## src/rtl/segway_pkg.sv

```systemverilog
// segway_pkg: shared state encoding and default thresholds for the rider/steer-enable logic
package segway_pkg;
  typedef enum logic [1:0] {IDLE, WAIT, STEER} steer_state_t;
  localparam logic [11:0] MIN_RIDER_WT = 12'h200;
  localparam logic [11:0] WT_HYST = 12'h040;
  localparam logic [11:0] BATT_THRES = 12'h800;
  localparam logic [11:0] BATT_HYST = 12'h020;
endpackage

```

## src/rtl/rider_steer_en_settle_timer.sv

```systemverilog
// settle_timer: W-bit saturating up-counter with synchronous clear and count enable
module settle_timer #(
  parameter int W = 26
) (
  input  logic clk,
  input  logic rst,
  input  logic i_clr,
  input  logic i_en,
  output logic o_full
);
  logic [W-1:0] r_cnt;
  always_ff @(posedge clk)
    r_cnt <= (rst || i_clr) ? '0 : (i_en && !o_full) ? r_cnt + W'(1) : r_cnt;
  assign o_full = &r_cnt;
endmodule

```

## src/rtl/rider_steer_en.sv

```systemverilog
// rider_steer_en: rider-present/balance detector gating the steering path after a settle period
// Optional battery-low lockout of mounting is compiled in with RIDER_BATT_LOW_EN.
module rider_steer_en #(
  parameter logic [11:0] MIN_RIDER_WT = segway_pkg::MIN_RIDER_WT,
  parameter logic [11:0] WT_HYST = segway_pkg::WT_HYST,
  parameter int TMR_W = 26
`ifdef RIDER_BATT_LOW_EN
  , parameter logic [11:0] BATT_THRES = segway_pkg::BATT_THRES,
  parameter logic [11:0] BATT_HYST = segway_pkg::BATT_HYST
`endif
) (
  input  logic        clk,
  input  logic        rst,
  input  logic        nxt,
  input  logic [11:0] lft_ld,
  input  logic [11:0] rght_ld,
  input  logic [11:0] batt,
  output logic        en_steer,
  output logic        rider_off,
  output logic        batt_low
);
  import segway_pkg::*;
  localparam logic [12:0] ON_TH = {1'b0, MIN_RIDER_WT} + {1'b0, WT_HYST};
  localparam logic [12:0] GONE_TH = {1'b0, MIN_RIDER_WT} - {1'b0, WT_HYST};
  steer_state_t r_state, w_next;
  logic [11:0] r_lft_q, r_rght_q, r_batt_q, w_diff;
  logic [12:0] w_sum;
  logic w_rider_on, w_rider_gone, w_unbal, w_tilt, w_full, w_blk, w_tmr_clr;
  always_ff @(posedge clk)
    if (rst) {r_lft_q, r_rght_q, r_batt_q} <= '0;
    else if (nxt) {r_lft_q, r_rght_q, r_batt_q} <= {lft_ld, rght_ld, batt};
  assign w_sum = {1'b0, r_lft_q} + {1'b0, r_rght_q};
  assign w_diff = (r_lft_q > r_rght_q) ? r_lft_q - r_rght_q : r_rght_q - r_lft_q;
  assign w_rider_on = w_sum >= ON_TH;
  assign w_rider_gone = w_sum < GONE_TH;
  // full-width compares: 4*diff vs sum in 15 bits, 16*diff vs 15*sum in 17 bits
  assign w_unbal = {1'b0, w_diff, 2'b00} > {2'b00, w_sum};
  assign w_tilt = {1'b0, w_diff, 4'b0000} > (({4'b0000, w_sum} << 4) - {4'b0000, w_sum});
`ifdef RIDER_BATT_LOW_EN
  logic r_batt_low, w_batt_low;
  assign w_batt_low = (r_batt_q < BATT_THRES) ? 1'b1 :
                      ({1'b0, r_batt_q} >= {1'b0, BATT_THRES} + {1'b0, BATT_HYST}) ? 1'b0 : r_batt_low;
  always_ff @(posedge clk)
    r_batt_low <= rst ? 1'b0 : w_batt_low;
  // block on the updating flag so the lockout takes effect with the same sample that sets it
  assign w_blk = w_batt_low;
  assign batt_low = r_batt_low;
`else
  assign w_blk = 1'b0;
  assign batt_low = 1'b0 & (|r_batt_q);
`endif
  always_comb begin
    w_next = r_state;
    if (r_state == IDLE) w_next = (w_rider_on && !w_blk) ? WAIT : IDLE;
    else if (r_state == WAIT) w_next = w_rider_gone ? IDLE : (w_full && !w_unbal) ? STEER : WAIT;
    else w_next = w_rider_gone ? IDLE : w_tilt ? WAIT : STEER;
  end
  always_ff @(posedge clk) begin
    r_state <= rst ? IDLE : w_next;
    en_steer <= !rst && (w_next == STEER);
    rider_off <= rst || (w_next == IDLE);
  end
  assign w_tmr_clr = w_unbal || (r_state != WAIT && w_next == WAIT);
  settle_timer #(.W(TMR_W)) u_tmr (
    .clk(clk),
    .rst(rst),
    .i_clr(w_tmr_clr),
    .i_en(r_state == WAIT),
    .o_full(w_full)
  );
endmodule
```

## config.mk

```make
export PLATFORM = sky130hd
export DESIGN_NAME = rider_steer_en
export DESIGN_NICKNAME = d
export VERILOG_FILES = /design/src/rtl/segway_pkg.sv /design/src/rtl/rider_steer_en_settle_timer.sv /design/src/rtl/rider_steer_en.sv
export SDC_FILE = /design/constraint.sdc
export NUM_CORES = 1
export LEC_CHECK = 0
export ABC_AREA = 0
export BUFFER_PORTS_ARGS = -buffer_cell sky130_fd_sc_hd__buf_2
export CORE_UTILIZATION = 63
export CTS_BUF_LIST = sky130_fd_sc_hd__clkbuf_2
export CTS_CLUSTER_DIAMETER = 60
export CTS_CLUSTER_SIZE = 28
export DETAILED_ROUTE_END_ITERATION = 12
export GPL_ROUTABILITY_DRIVEN = 0
export PLACE_DENSITY = 0.8
export SYNTH_ARGS = -nofsm -noshare
export SYNTH_HDL_FRONTEND = slang
export SYNTH_SLANG_ARGS = --single-unit
```

## constraint.sdc

```tcl
create_clock -name clk -period 8.25 [get_ports clk]
set_input_delay 0.825 -clock clk [delete_from_list [all_inputs] [get_ports clk]]
set_output_delay 0.825 -clock clk [all_outputs]
set_load 0.05 [all_outputs]
```

==> key figures <==
Setup path
  – Crit start category: flip-flop
  – CP max FO: 26
  – Data required, critical path: 8.56 ns
  – Worst setup EP type: flip-flop
  – Crit path kind: flip-flop to flip-flop
  – Critical path data arrival time: 7.07 ns

Clocking
  – Clock tree buffer depth: 2
  – Hold buffers post-CTS: 0
  – Post_cts resized: 0
  – CTS tree: yes
  – Clock-pin slew on the worst setup and hold paths: 0.28 ns
  – Root Buffer: clkbuf_2
  – Worst-Skew Late Latency: 0.45 ns
  – Max H-tree Level: 2
  – Clk sinks: 54
  – Setup bufs post-CTS: 0
  – TritonCTS Buffers: 5

Timing
  – Setup violators final: 0
  – Period minus WS final: 6.76 ns
  – Max Fclk: 148 MHz
  – Worst Clk Skew: 0.0304 ns
  – Worst-Margin Slew: 1.05 ns
  – Max Slew Vio Count: 0
  – Setup TNS: 0 ns
  – Final worst-path cycle share: 82.0%
  – RSZ-0062 raised after global routing: no
  – Slew margin rel.: 29.2%
  – Count of final hold-check violations: 0
  – Worst hold slack: 0.562 ns

Drt
  – Drt first pass iters: 5
  – Total wire length: 12.2 mm
  – Detailed-route via count: 4800
  – 1st-iter DRT viols: 369
  – Final ANT Viol Nets: 0
  – DRC viols: 0
  – Via-to-Cell Ratio: 6.27
  – Wire per inst: 15.9 µm

Layout
  – Layout Cells excl Fill: 765
  – Share of layout cells above drive strength 1: 12.7%
  – Filler instances: 671
  – Final nets: 761
  – Antenna diodes: 0
  – Layout area overhead: 4.12%

Global routing
  – Largest net degree at the start of global routing: 29
  – First-pass GRT wire length: 20.5 mm
  – Vias in the first global route: 4503
  – GRT Util Overall: 28.3%
  – Initial antenna violation count: 0
  – GR Overflow Total: 0

Synthesis
  – YS warnings: 0
  – Seq cells post-synth: 54
  – Ranking of synthesized cells by area: dfxtp_1, ha_1, xnor2_1, mux2i_1, nor2_1
  – Synthesized area: 5380 µm²
  – Fraction of registers with async set or reset after synthesis: 0%
  – Distinct cells, synth: 84
  – Synth Area per Inst: 8.32 µm²
  – Sequential area share after synthesis: 20.1%
  – Mapped Cells: 647
  – Post-synth EDFFs: 0
  – Yosys top cell area share: 20.1%
  – Net Count, Synth: 749
  – Cell taking the most area after synthesis: dfxtp_1
  – Ys flop type: dfxtp_1

Power
  – LEAKAGE: 2.30 nW
  – Post-route total power: 1.05 mW
  – PD cells: 188 nW/µm²
  – Max VDD drop: 0.000101 V

Die
  – Die Ht: 94.4 µm
  – Die Wd: 94.4 µm
  – CORE AREA: 8260 µm²
  – Initial Util: 65.2%
  – Die ar.: 8920 µm²
  – Num ports: 42
  – Row cnt: 33

Job
  – Max_cap viols: 0

Run status
  – Status: complete, no violations

Placed design
  – DP Cell Count: 757
  – Dpl hpwl: 9.43 mm
  – Port buffer count: 28

Worst hold path
  – Hold Path Class: flip-flop to flip-flop
## routing by layer
| metal | GRT usage, % | share of wire [%] | vias to the layer above |
|---|---|---|---|
| met1 | 39.0 | 47 | 2262 |
| met2 | 47.0 | 46 | 165 |
| met5 | 0 | 0 | - |
| li1 | - | - | 2347 |
| met4 | 8.46 | 1.8 | 0 |
| met3 | 2.33 | 4.8 | 26 |
## final timing paths
check | from | to | slack (ns) | cells past startpoint
worst min-delay path | r_lft_q[11] | r_lft_q[11] | 0.56 | 2
worst min register to register | r_lft_q[11] | r_lft_q[11] | 0.56 | 2
worst max register to register | r_lft_q[2] | u_tmr.r_cnt[1] | 1.49 | 27
worst max-delay path | r_lft_q[2] | u_tmr.r_cnt[1] | 1.49 | 27
## cells by family (layout without fill, tap and decap cells)
logic type	Yosys count	count (layout)	share of synthesized area (%)
AND/OR/NAND/NOR	219	219	22.7
AO/OA/AOI/OAI	139	139	19.1
buffers and inverters	74	87	5.81
adder cells (fa/ha/maj)	69	69	16.2
XOR/XNOR	57	57	9.53
flip-flops	54	54	20.1
multiplexers	34	34	6.49
other	1	1	0.0697
## where the power goes
| group | total (mW) | internal (mW) | switching, mW |
|---|---|---|---|
| sequential | 0.284 | 0.273 | 0.0108 |
| combinational | 0.631 | 0.255 | 0.376 |
| clock | 0.138 | 0.0514 | 0.0866 |
| total | 1.05 | 0.579 | 0.473 |
## final cells by class
cell class | instances | area [µm²] | area share, %
Timing Repair Buffer | 29 | 148 | 2.64
Tap cell | 105 | 131 | 2.34
Inverter | 50 | 188 | 3.35
Sequential cell | 54 | 1080 | 19.3
Clock buffer | 5 | 25.0 | 0.447
Multi-Input combinational cell | 519 | 3990 | 71.2
Clock inverter | 3 | 42.5 | 0.759
## state kept, by name (all words and copies together), names as in the netlist
signal	flops
en_steer	1
r_lft_q	12
r_rght_q	12
rider_off	1
r_state	2
u_tmr.r_cnt	26
## metrics by stage
stage	setup WS (ns)	utilization (%)	area [µm²]
finish	1.49	67.8	5600
global route	1.01	67.8	5600
CTS	1.55	67.8	5600
detailed placement	1.62	67.0	5540
global placement	1.77	67.0	5540
floorplan	2.29	-	5380
## critical path: stages, from the launching register on
cell	delay [ns]
dfxtp_1	0.45
inv_1	0.06
ha_1	0.44
nand2b_1	0.26
nand2b_1	0.09
a21oi_1	0.08
xnor2_1	0.61
ha_1	0.44
and3_1	0.20
a22o_1	0.23
maj3_1	0.36
maj3_1	0.36
maj3_1	0.37
o2111ai_1	0.22
nor3b_1	0.22
a211oi_1	0.07
ha_1	0.35
nand2_1	0.07
o211ai_1	0.14
o21ai_0	0.16
o31ai_1	0.10
nand3_1	0.10
a31o_2	0.26
nor4_1	0.22
a221oi_1	0.15
a21oi_2	0.13
buf_4	0.36
nor3_1	0.10
## Yosys cell counts (all sizes together) (6+ instances only)
cell / count
a2111oi: 6
a211oi: 9
a21o: 15
a21oi: 35
and4: 7
buf: 12
clkbuf: 12
dfxtp: 54
ha: 60
inv: 49
maj3: 6
mux2i: 30
nand2: 34
nand2b: 11
nand3: 17
nand4: 13
nor2: 58
nor2b: 8
nor3: 36
nor4: 8
o21ai: 18
xnor2: 36
xor2: 20
## placed cells by master (no fill, tap or decap), types with 28 or more instances in the layout
master,synthesis,final
ha_1,60,60
nor2_1,58,58
dfxtp_1,54,54
inv_1,46,46
xnor2_1,36,36
nand2_1,34,34
a21oi_1,34,34
mux2i_1,30,30
buf_2,7,28
Note: power is estimated with default switching activity, not from simulation.
